[src/rtl/sreg_tx_param.sv]
// ---------------------------------------------------------------------------
// sreg_tx_param
//
// Parallel-in / serial-out transmitter. A SIZE-bit word is taken on a
// valid/ready handshake. It is then shifted out MSB first, one bit per
// enabled clock. Framing is provided by serial-valid (sv) and last-bit (last).
// A one-cycle done pulse follows the final bit. Sending bit SIZE-1 first
// means the receiving shift register holds the word in its original bit
// positions after SIZE shifts.
//
// Optional feature macro: SREG_TX_PARAM_BACK2BACK_EN
//   defined   : a new word may be accepted on the edge that retires the last
//               bit of the current word, so sv stays continuously high.
//   undefined : a new word is accepted only from IDLE, which leaves at least
//               one sv-low cycle between words.
//
// Parameters
//   SIZE   word width in bits (>= 2)
//   CNT_W  bit-counter width, derived as $clog2(SIZE)
//
// Ports
//   sreg_tx_param_cport_clk    in   clock, rising edge
//   sreg_tx_param_cport_rst    in   asynchronous reset, active low
//   sreg_tx_param_cport_en     in   clock enable; all state holds when low
//   sreg_tx_param_iport_valid  in   source presents a word
//   sreg_tx_param_ipport_pi    in   parallel word [SIZE-1:0]
//   sreg_tx_param_oport_ready  out  word accepted this cycle if valid
//   sreg_tx_param_oport_so     out  serial data (MSB of the shift register)
//   sreg_tx_param_oport_sv     out  serial valid
//   sreg_tx_param_oport_last   out  final bit of the word is on so
//   sreg_tx_param_oport_done   out  one-cycle pulse after the final bit
// ---------------------------------------------------------------------------
module sreg_tx_param #(
  parameter  int SIZE  = 512,
  localparam int CNT_W = $clog2(SIZE)
) (
  input  logic            sreg_tx_param_cport_clk,
  input  logic            sreg_tx_param_cport_rst,
  input  logic            sreg_tx_param_cport_en,
  input  logic            sreg_tx_param_iport_valid,
  input  logic [SIZE-1:0] sreg_tx_param_ipport_pi,
  output logic            sreg_tx_param_oport_ready,
  output logic            sreg_tx_param_oport_so,
  output logic            sreg_tx_param_oport_sv,
  output logic            sreg_tx_param_oport_last,
  output logic            sreg_tx_param_oport_done
);

  typedef enum logic {
    IDLE  = 1'b0,
    SHIFT = 1'b1
  } state_t;

  localparam logic [CNT_W-1:0] CNT_LAST = CNT_W'(SIZE - 1);

  state_t            state_reg, state_next;
  logic [SIZE-1:0]   shreg_reg, shreg_next;
  logic [CNT_W-1:0]  cnt_reg,   cnt_next;
  logic              done_reg,  done_next;

  logic              at_last;
  logic              ready;
  logic              accept;

  // The final bit of the current word is on so this cycle.
  assign at_last = (state_reg == SHIFT) && (cnt_reg == CNT_LAST);

`ifdef SREG_TX_PARAM_BACK2BACK_EN
  // Also ready on the last bit, so the next word loads on the same edge
  // that retires the current one.
  assign ready = sreg_tx_param_cport_en & ((state_reg == IDLE) | at_last);
`else
  assign ready = sreg_tx_param_cport_en & (state_reg == IDLE);
`endif

  assign accept = sreg_tx_param_iport_valid & ready;

  // -------------------------------------------------------------------------
  // State register
  // -------------------------------------------------------------------------
  always_ff @(posedge sreg_tx_param_cport_clk or negedge sreg_tx_param_cport_rst) begin
    if (!sreg_tx_param_cport_rst) begin
      state_reg <= IDLE;
      shreg_reg <= '0;
      cnt_reg   <= '0;
      done_reg  <= 1'b0;
    end else begin
      state_reg <= state_next;
      shreg_reg <= shreg_next;
      cnt_reg   <= cnt_next;
      done_reg  <= done_next;
    end
  end

  // -------------------------------------------------------------------------
  // Next-state logic. Everything holds while en is low, including done.
  // As a result, a done pulse that meets en=0 stretches until the next
  // enabled edge.
  // -------------------------------------------------------------------------
  always_comb begin
    state_next = state_reg;
    shreg_next = shreg_reg;
    cnt_next   = cnt_reg;
    done_next  = done_reg;

    if (sreg_tx_param_cport_en) begin
      done_next = 1'b0;
      unique case (state_reg)
        IDLE: begin
          if (accept) begin
            shreg_next = sreg_tx_param_ipport_pi;
            cnt_next   = '0;
            state_next = SHIFT;
          end
        end
        SHIFT: begin
          if (cnt_reg == CNT_LAST) begin
            done_next = 1'b1;
            if (accept) begin
              // Only reachable when back-to-back loading is enabled.
              shreg_next = sreg_tx_param_ipport_pi;
              cnt_next   = '0;
            end else begin
              // Clearing shreg keeps so low in IDLE.
              shreg_next = '0;
              state_next = IDLE;
            end
          end else begin
            shreg_next = {shreg_reg[SIZE-2:0], 1'b0};
            cnt_next   = cnt_reg + CNT_W'(1);
          end
        end
        default: begin
          state_next = IDLE;
        end
      endcase
    end
  end

  // -------------------------------------------------------------------------
  // Outputs
  // -------------------------------------------------------------------------
  assign sreg_tx_param_oport_ready = ready;
  assign sreg_tx_param_oport_so    = (state_reg == SHIFT) & shreg_reg[SIZE-1];
  assign sreg_tx_param_oport_sv    = (state_reg == SHIFT);
  assign sreg_tx_param_oport_last  = at_last;
  assign sreg_tx_param_oport_done  = done_reg;

endmodule

[config.mk]
export PLATFORM = sky130hd
export DESIGN_NAME = sreg_tx_param
export DESIGN_NICKNAME = d
export VERILOG_FILES = /design/src/rtl/sreg_tx_param.sv
export SDC_FILE = /design/constraint.sdc
export NUM_CORES = 1
export LEC_CHECK = 0
export CORE_MARGIN = 5
export CORE_UTILIZATION = 35
export DETAILED_ROUTE_END_ITERATION = 8
export GPL_ROUTABILITY_DRIVEN = 0
export SYNTH_ARGS = -nofsm -noshare
export SYNTH_HDL_FRONTEND = slang
export SYNTH_SLANG_ARGS = --single-unit
export TNS_END_PERCENT = 100
[constraint.sdc]
create_clock -name sreg_tx_param_cport_clk -period 1.7 [get_ports sreg_tx_param_cport_clk]
set_input_delay 0.255 -clock sreg_tx_param_cport_clk [delete_from_list [all_inputs] [get_ports sreg_tx_param_cport_clk]]
set_output_delay 0.255 -clock sreg_tx_param_cport_clk [all_outputs]
set_load 0.1 [all_outputs]
==> impl_metrics.json, run 1 <==
{
  "status": "complete, but fails checks",
  "violations": "negative setup slack",
  "yosys.area.top_type": "dfrtp_1",
  "die_area_sq_um": 70500,
  "first_pass_iters": 7,
  "synthAdderAreaFrac": 0.00164,
  "synth_warnings": 0,
  "die_x_um": 266,
  "cts_tree": "built",
  "crit_buf_inv": 2,
  "end_kind": "output port",
  "dp_cells": 3632,
  "yosys-top-cells-area": "dfrtp_1 (57%), a22oi_1 (17%), o21ai_0 (10%)",
  "async_flop_share": 1.00,
  "synth-xor-area-share": 0,
  "cts-root-buf": "clkbuf_16",
  "synth_edf_count": 0,
  "via_count": 20800,
  "setup_viol": 524,
  "drt-total-wl_mm": 80.9,
  "drive_gt1_frac": 0.253,
  "vdd_drop_max_v": 0.000778,
  "rows": 93,
  "antenna_found_initial": 10,
  "final_core_util": 0.559,
  "synth_flop_cell": "dfrtp_1",
  "slew_viol_final": 0,
  "critical_path_required_ns": 1.44,
  "nFillCells": 5358,
  "synth_most_common_cell": "dfrtp_1",
  "clock.fmax_mhz": 459,
  "syn_to_final_growth_pct": 57.9,
  "min_path_type": "input pin to asynchronous set/reset pin",
  "start_util": 0.354,
  "grt_max_degree": 77,
  "fin_crit_sh": 1.28,
  "synth_common_cells": "dfrtp_1 (523), nand2_1 (519), a22oi_1 (511), o21ai_0 (466), buf_2 (130)",
  "grt_pass1_vias": 21700,
  "grt_pass1_wl_mm": 125,
  "grt.total_usage": 0.221,
  "drt_iter0_markers": 1502,
  "port_buffers": 520,
  "crit_chain": "ha_2 > nand3_2 > nor2_4 > ha_4 > buf_6 > and2_4 > buf_12",
  "synth-compound-area-share": 0.286,
  "clkLatencyLatePin_ns": 0.60,
  "ios": 521,
  "cp_slowest_cell": "dfrtp_1",
  "worst_slack_ns": -0.477,
  "synth_seq_cells": 523,
  "worstPathMaxFanout": 2,
  "cp-start-kind": "flip-flop",
  "rsz0062_at_grt": "yes",
  "cts_sinks": 523,
  "largest_register_ffs": 512,
  "core_area_sq_um": 64600,
  "synth_top_area_frac": 0.573,
  "path_delay_family": "flip-flops",
  "synth_top_family_by_area": "compound AO/OA/AOI/OAI gates",
  "synth.distinct_cells": 32,
  "wire_per_inst_um": 21.0,
  "final_nets": 3459,
  "slew_headroom": 0.624,
  "htreeDepth": 2,
  "synthSimpleGateAreaFrac": 0.0915,
  "path_clk_slew_ns": 0.06,
  "synthMuxAreaShare": 0.000493,
  "leakagePower_nw": 14.2,
  "max_slew.worst_pin.slew_ns": 0.564,
  "maxCapViolCount": 0,
  "syn_avg_cell_area_sq_um": 9.76,
  "worst_path_largest_cell_delay_ns": 0.36,
  "period_needed_ns": 2.18,
  "hold_viol": 0,
  "dp.final_hpwl_mm": 52.4,
  "synthesis.area_sq_um": 22900,
  "numCtsBuffers": 57,
  "synth_cells": 2341,
  "criticalPathCategory": "flip-flop to output port",
  "clk_path_buf_depth": 3,
  "ys_seq_area_frac": 0.573,
  "synth_nets": 2860,
  "finClkSkew_ns": 0.0140,
  "layout.cells.non_filler": 3849,
  "ant_nets": 0,
  "arrival_ns": 1.92,
  "viasPerCell": 5.42,
  "grt_overflow": 0,
  "dieHeight_um": 266,
  "power_density_nw_per_um2": 762,
  "route.detailed.drc": 0
}
per-layer routing:
layer | share of wire | track usage | up-vias
met2 | 0.50 | 0.380 | 628
met1 | 0.41 | 0.292 | 10300
li1 | - | - | 9752
met3 | 0.055 | 0.0338 | 137
met5 | 0.00015 | 0 | -
met4 | 0.031 | 0.0641 | 2
layout by cell type, fill, tap and decap left out, types with 2 or more instances in the layout:
cell type          n
a21oi_1            7
a22oi_1          122
a22oi_2          389
and2_4             2
and3b_1            2
buf_12            84
buf_16            46
buf_4             85
buf_6             17
buf_8             15
bufinv_16          4
clkbuf_1          15
clkbuf_16         65
clkbuf_8           7
clkdlybuf4s50_1  514
clkinv_2          15
clkinvlp_4         2
dfrtp_1          522
diode_2            9
inv_8              2
nand2_1          519
nand3_1            2
nor2b_4            2
o21ai_0           83
o21ai_1          425
o21ai_2            8
o31ai_1            3
or4_1              2
where the power goes:
group	internal (mW)	total [mW]	leakage, nW	switching, mW
Clock	7.18	12.3	0.915	5.14
Sequential	12.5	12.6	7.29	0.0456
Combinational	1.41	2.63	5.94	1.22
worst reg2reg max path, stage by stage (launching register included):
cell and delay (ns):
dfrtp_1 0.38, ha_2 0.19, nand3_2 0.08, nor2_4 0.05
ha_4 0.16, buf_6 0.11, nor2b_4 0.13, buf_12 0.19
buf_16 0.17, buf_12 0.13, buf_12 0.11, buf_16 0.12
a22oi_2 0.05, o21ai_1 0.16
final cells by class:
cell class / count / area [sq um] / area share
diodes: 9 / 22.5 / 0.000624
inverters: 2 / 15.0 / 0.000416
clock inverters: 24 / 246 / 0.00683
clock buffers: 80 / 1600 / 0.0444
well taps: 855 / 1070 / 0.0296
multi-input cells: 1587 / 10700 / 0.297
repair buffers: 769 / 9330 / 0.259
flip-flops and latches: 523 / 13100 / 0.363
path summary, 6_finish.rpt:
kind,startpoint,slack (ns),depth (start not counted),endpoint
worst max register to register,cnt_reg[0],-0.42,13,shreg_reg[17]
min in group sreg_tx_param_cport_clk,sreg_tx_param_ipport_pi[0],0.27,2,shreg_reg[0]
max in group asynchronous,sreg_tx_param_cport_rst,0.75,3,shreg_reg[380]
worst min register to register,shreg_reg[47],0.48,2,shreg_reg[47]
worst max-delay path,cnt_reg[1],-0.48,7,sreg_tx_param_oport_last
worst min-delay path,sreg_tx_param_cport_rst,0.22,2,shreg_reg[181]
repair_timing:
action / in CTS / in global routing
buffers inserted: 49 / 16
pin swaps: 201 / 95
hold endpoints to repair: 50 / 0
resized for setup: 692 / 139
setup endpoints to repair: 510 / 525
hold buffers: 1 / 0
cloned: 50 / 8
stage by stage:
step           power [mW]  setup slack, ns  instance area, sq um  TNS [ns]  hold WS, ns
2_1_floorplan        13.3           -0.132                 23300    -61.45      -0.0406
4_1_cts              27.8           -0.577                 35800   -227.01        0.199
6_report             27.5           -0.477                 36100   -154.63        0.223
3_3_place_gp         15.3           -0.146                 30200    -46.01        0.263
5_1_grt              28.6           -0.575                 36100   -208.17        0.214
3_5_place_dp         15.3           -0.232                 30200    -69.12        0.273
cell families after synthesis:
logic type      after synthesis
fa+ha+maj                     3
simple gates                540
mux                           1
compound gates             1043
buf+inv                     231
flops                       523
Note: power is estimated with default switching activity, not from simulation.
==> run 2: changes to the inputs <==
--- a/config.mk
+++ b/config.mk
@@ -5,6 +5,7 @@
 export SDC_FILE = /design/constraint.sdc
 export NUM_CORES = 1
 export LEC_CHECK = 0
+export ABC_CLOCK_PERIOD_IN_PS = 1700
 export CORE_MARGIN = 5
 export CORE_UTILIZATION = 35
 export DETAILED_ROUTE_END_ITERATION = 8
==> results of run 2 <==
No change in the layout: final DEF, timing and power equal those of run 1.
==> RTL edit 1, RTL diff (flow settings as in run 2) <==
Add a define of `SREG_TX_PARAM_BACK2BACK_EN`.
--- a/src/rtl/sreg_tx_param.sv
+++ b/src/rtl/sreg_tx_param.sv
@@ -30,6 +30,8 @@
 //   sreg_tx_param_oport_last   out  final bit of the word is on so
 //   sreg_tx_param_oport_done   out  one-cycle pulse after the final bit
 // ---------------------------------------------------------------------------
+`define SREG_TX_PARAM_BACK2BACK_EN
+
 module sreg_tx_param #(
   parameter  int SIZE  = 512,
   localparam int CNT_W = $clog2(SIZE)
Check against the original RTL: not settled (the Yosys comparison gave no result); the edit may change what the design does.
==> RTL edit 1 against run 2 <==
- the flow still finishes with violations (negative setup slack)
- critical endpoint is now shreg_reg[37]
- utilization shrank 2.5 points
- sequential cell count unchanged
- routed wire length up 3.9%
- synthesized area rose by 4.5%
- largest cell class unchanged
- synthesized cell count barely moved
- count of clock-buffer cells in the layout increased by 6
- setup slack worse by 0.19 ns
- cell area is 0.29% lower
Power is not compared: it rests on default switching activity, and its combinational part moved more than twofold at a synthesized area within 25%.
==> RTL edit 1: results (changes against run 2) <==
hold slack final 0.0890 ns (was 0.223 ns); post-synthesis mux area share 0.0890% (was 0.0493%); met1 usage 28.3% (was 29.2%); largest net degree at the start of global routing 107 (was 77); Worst R2R End shreg_reg[37] (was shreg_reg[17]); dpl cells 3,702 (was 3,632); Slew headroom 58.5% (was 62.4%); Critical Path Fanout Max 45 (was 2); mapped cell area 0.0239 mm2 (was 0.0229 mm2); WL per Instance 21.7 um (was 21.0 um); library cells used by synthesis 34 (was 32); met3 Track Usage GR 3.89% (was 3.38%); met1 wire length 35,200 um (was 33,200 um); GRT Resource Usage Total 21.4% (was 22.1%); setup TNS -250.70 ns (was -154.63 ns); nets@finish 3,476 (was 3,459); R2R depth 10 (was 13); first-pass GRT wire length 128,000 um (was 125,000 um); Placement Setup Slack -0.536 ns (was -0.232 ns); Post-Syn Instances 2,342 (was 2,341); share of cells above drive strength 1 23.1% (was 25.3%); post-route setup slack -0.664 ns (was -0.477 ns); clock skew 0.0153 ns (was 0.0140 ns); Filler cells 5,637 (was 5,358); met2 usage 35.9% (was 38.0%); failing checks negative setup slack (unchanged); top post-synthesis cells by count nor2_1, dfrtp_1, a221oi_1, a221oi_2, buf_2 (was dfrtp_1, nand2_1, a22oi_1, o21ai_0, buf_2); DP HPWL 54,400 um (was 52,400 um); Vias 21.5k (was 20.8k); WL met2 41,700 um (was 40,700 um); sequential area share after synthesis 54.8% (was 57.3%); Repair and plain buffers 787 (was 769); number of non-clock inverters in the layout 1 (was 2); initial drt markers 1,797 (was 1,502); initial antenna violation count 8 (was 10); status finished with violations (unchanged); top cells by area, synth dfrtp_1, nor2_1, a221oi_1 (was dfrtp_1, a22oi_1, o21ai_0); CLK BUF 86 (was 80); final instance area 0.0360 mm2 (was 0.0361 mm2); FFs & Latches 523 (unchanged); vias in the first global route 22.2k (was 21.7k); DP Area 0.0313 mm2 (was 0.0302 mm2); clk tree area frac 5.13% (about the same); routed wire length 84,000 um (was 80,900 um); final setup violation count 524 (unchanged); #MultiIn Comb 1,588 (was 1,587); sequential share of cell area 36.4% (was 36.3%)
-- RTL edit 1: cell count changes after synthesis, sizes merged, moves of 7 or more --
cell,before,now
o21ai,517,8
nand2,519,13
a22oi,511,0
a21oi,8,1
a221oi,0,511
nor2,2,1025
-- RTL edit 1: critical path: stages (launching register included) --
cell       delay [ns]
dfrtp_1          0.39
ha_4             0.17
nand3_4          0.07
nor2_4           0.13
ha_4             0.17
nor2b_4          0.05
buf_4            0.19
bufbuf_16        0.31
buf_16           0.21
a221oi_1         0.36
nor2_1           0.11
-- RTL edit 1: power breakdown --
group | switching [W] | internal, W
registers | 0.00195 | 0.0151
logic | 0.00286 | 0.00381
clock network | 0.00511 | 0.00727
-- RTL edit 1: timing repair --
action | 4_1_cts | 5_1_grt
buffers inserted | 24 | 14
hold endpoints to repair | 281 | 0
cloned | 27 | 9
setup endpoints to repair | 524 | 524
pin swaps | 34 | 89
gates resized for setup | 144 | 143
hold buffers | 1 | 0
==> RTL edit 2, RTL diff (config.mk and constraints of run 2) <==
Without the edit above. `shreg_reg` no longer has a reset.
--- a/src/rtl/sreg_tx_param.sv
+++ b/src/rtl/sreg_tx_param.sv
@@ -81,15 +81,17 @@
   always_ff @(posedge sreg_tx_param_cport_clk or negedge sreg_tx_param_cport_rst) begin
     if (!sreg_tx_param_cport_rst) begin
       state_reg <= IDLE;
-      shreg_reg <= '0;
       cnt_reg   <= '0;
       done_reg  <= 1'b0;
     end else begin
       state_reg <= state_next;
-      shreg_reg <= shreg_next;
       cnt_reg   <= cnt_next;
       done_reg  <= done_next;
     end
+  end
+
+  always_ff @(posedge sreg_tx_param_cport_clk) begin
+    shreg_reg <= shreg_next;
   end
 
   // -------------------------------------------------------------------------
Check against the original RTL: not settled (the Yosys comparison gave no result); the edit may change what the design does.
==> RTL edit 2 against run 2 <==
- the run still ends with negative setup slack left
- non-clock buffer count shrank 34
- largest cell class unchanged
- sequential cell count did not move
- setup slack better by 0.019 ns
- largest power group unchanged
- count of clock-buffer cells in the layout is 15 lower
- cell area down 2.7%
- routed wire length fell by 14%
- synthesized area grew 0.79%
- clock skew is 0.0056 ns higher
- power rose by 6.8%
==> RTL edit 2: results (changes against run 2) <==
vias in the first global route 18.4k (was 21.7k); Max Transition Viols Final 0 (unchanged); flop-to-flop setup slack -0.45 ns (was -0.42 ns); Critical Path Fanout Max 2 (unchanged); first-pass GRT wire length 102,000 um (was 125,000 um); share of cells above drive strength 1 20.2% (was 25.3%); post-route setup slack -0.457 ns (was -0.477 ns); initial antenna violation count 4 (was 10); routed wire length 69,700 um (was 80,900 um); Yosys warning count 0 (unchanged); Skew-Pair Late Insertion Delay 0.58 ns (was 0.60 ns); setup TNS -164.81 ns (was -154.63 ns); clock skew 0.0196 ns (was 0.0140 ns); Synth Net Count 2,744 (was 2,860); largest net degree at the start of global routing 103 (was 77); post-DR vias/cell 4.72 (was 5.42); Worst R2R End shreg_reg[220] (was shreg_reg[17]); top post-synthesis cells by count nand2_1, o21ai_0, edfxtp_1, inv_1, clkbuf_1 (was dfrtp_1, nand2_1, a22oi_1, o21ai_0, buf_2); peak supply drop 0.651 mV (was 0.778 mV); final setup violation count 681 (was 524); Finished Layout Cells 3,808 (was 3,849); Post-synth ARST share 2.10% (was 100%); library cells used by synthesis 27 (was 32); Filler cells 5,582 (was 5,358); Worst Hold Class in -> async (unchanged); Slew headroom 61.3% (was 62.4%); Routed Antenna Nets 0 (unchanged); Leakage 15.7 nW (was 14.2 nW); DRT Pass-1 Iters 5 (was 7); status finished with violations (unchanged); failing checks negative setup slack (unchanged); clock-pin transition on the worst setup and hold timing paths 0.06 ns (about the same); DP HPWL 43,800 um (was 52,400 um); top cells by area, synth edfxtp_1, o21ai_0, nand2_1 (was dfrtp_1, a22oi_1, o21ai_0); R2R Path Start cnt_reg[0] (unchanged); crit-path max cell delay 0.36 ns (about the same); root buffer cell clkbuf_16 (unchanged); syn_area_per_cell 10.4 um2 (was 9.76 um2); initial drt markers 1,417 (was 1,502); CP max-delay cell dfrtp_1 (unchanged); Worst Path Arrival 1.90 ns (was 1.92 ns); Placement Setup Slack -0.278 ns (was -0.232 ns); nets@finish 3,420 (was 3,459); GRT Resource Usage Total 18.2% (was 22.1%); delay-heaviest family, CP flip-flops (unchanged); dpl cells 3,582 (was 3,632); H-tree depth 2 (unchanged); Clock Tree Buf Depth 3 (unchanged); Inserted Clock Buffers 55 (was 57); R2R depth 13 (unchanged); sequential area share after synthesis 67.9% (was 57.3%); IO buf count 520 (unchanged); top_reg_cell synth edfxtp_1 (was dfrtp_1); Largest register FFs 512 (unchanged); number of flops mapped to enable cells by yosys 512 (was 0)
-- RTL edit 2: cell types whose count changed in the layout (fill, tap and decap cells not counted), moves of 130 or more --
cell | before | now
nand2_1 | 519 | 342
nand2_2 | 0 | 130
inv_1 | 1 | 511
a22oi_2 | 389 | 0
dfrtp_1 | 522 | 10
edfxtp_1 | 0 | 512
o21ai_1 | 425 | 268
-- RTL edit 2: final cells by class --
cell class                 count  area share [%]
multi-input combinational   1074            17.0
clock inverter                31           0.485
antenna                        4          0.0285
tap                          864            3.08
clock buffer                  65            4.03
timing repair buffer         735            25.3
sequential                   523            44.6
inverter                     512            5.48
-- RTL edit 2: per-layer routing --
layer | part of all wire (%) | up-vias | global-route usage [%]
met5 | 0 | - | 0
met4 | 2.1 | 0 | 4.40
met3 | 5.7 | 91 | 3.13
met2 | 51 | 557 | 31.4
met1 | 42 | 8718 | 24.0
li1 | - | 8611 | -
-- RTL edit 2: cell families (layout without fill, tap and decap cells) --
family	after synthesis	count (layout)	share of synthesized area, %
simple gates	540	541	9.09
fa+ha+maj	3	3	0.163
flops	523	523	67.9
other cells	0	4	0
xor+xnor	1	1	0.0380
compound gates	526	526	11.5
buf+inv	629	1343	11.1
mux	3	3	0.136
-- RTL edit 2: metrics by stage --
| stage | power [W] | area [um2] | hold WS [ns] |
|---|---|---|---|
| after global routing | 0.0305 | 35100 | 0.0651 |
| final | 0.0294 | 35100 | 0.0550 |
| after global placement | 0.0184 | 29900 | 0.502 |
| after CTS | 0.0295 | 33700 | 0.0274 |
| after detailed placement | 0.0185 | 29900 | 0.508 |
| after floorplan | 0.0167 | 23200 | -0.0406 |
-- RTL edit 2: worst max-delay path by stage --
stage / cells past startpoint / end / start
2_1_floorplan: 3 / shreg_reg[0] / sreg_tx_param_oport_sv
3_3_place_gp: 10 / shreg_reg[50] / cnt_reg[1]
3_5_place_dp: 10 / shreg_reg[51] / cnt_reg[0]
4_1_cts: 7 / sreg_tx_param_oport_last / cnt_reg[0]
5_1_grt: 6 / sreg_tx_param_oport_last / cnt_reg[6]
6_report: 7 / sreg_tx_param_oport_last / cnt_reg[0]
-- RTL edit 2: repair_timing --
item / in CTS / in global routing
gates cloned: 46 / 12
resized for setup: 216 / 438
hold buffers: 0 / 0
setup endpoints to repair: 510 / 1024
setup buffers: 49 / 32
pin swaps: 6 / 2
-- RTL edit 2: where the power goes --
part	switching (W)	total [W]	internal, W
registers	0.000313	0.0154	0.0151
logic	0.00131	0.00306	0.00175
clock network	0.00490	0.0109	0.00603
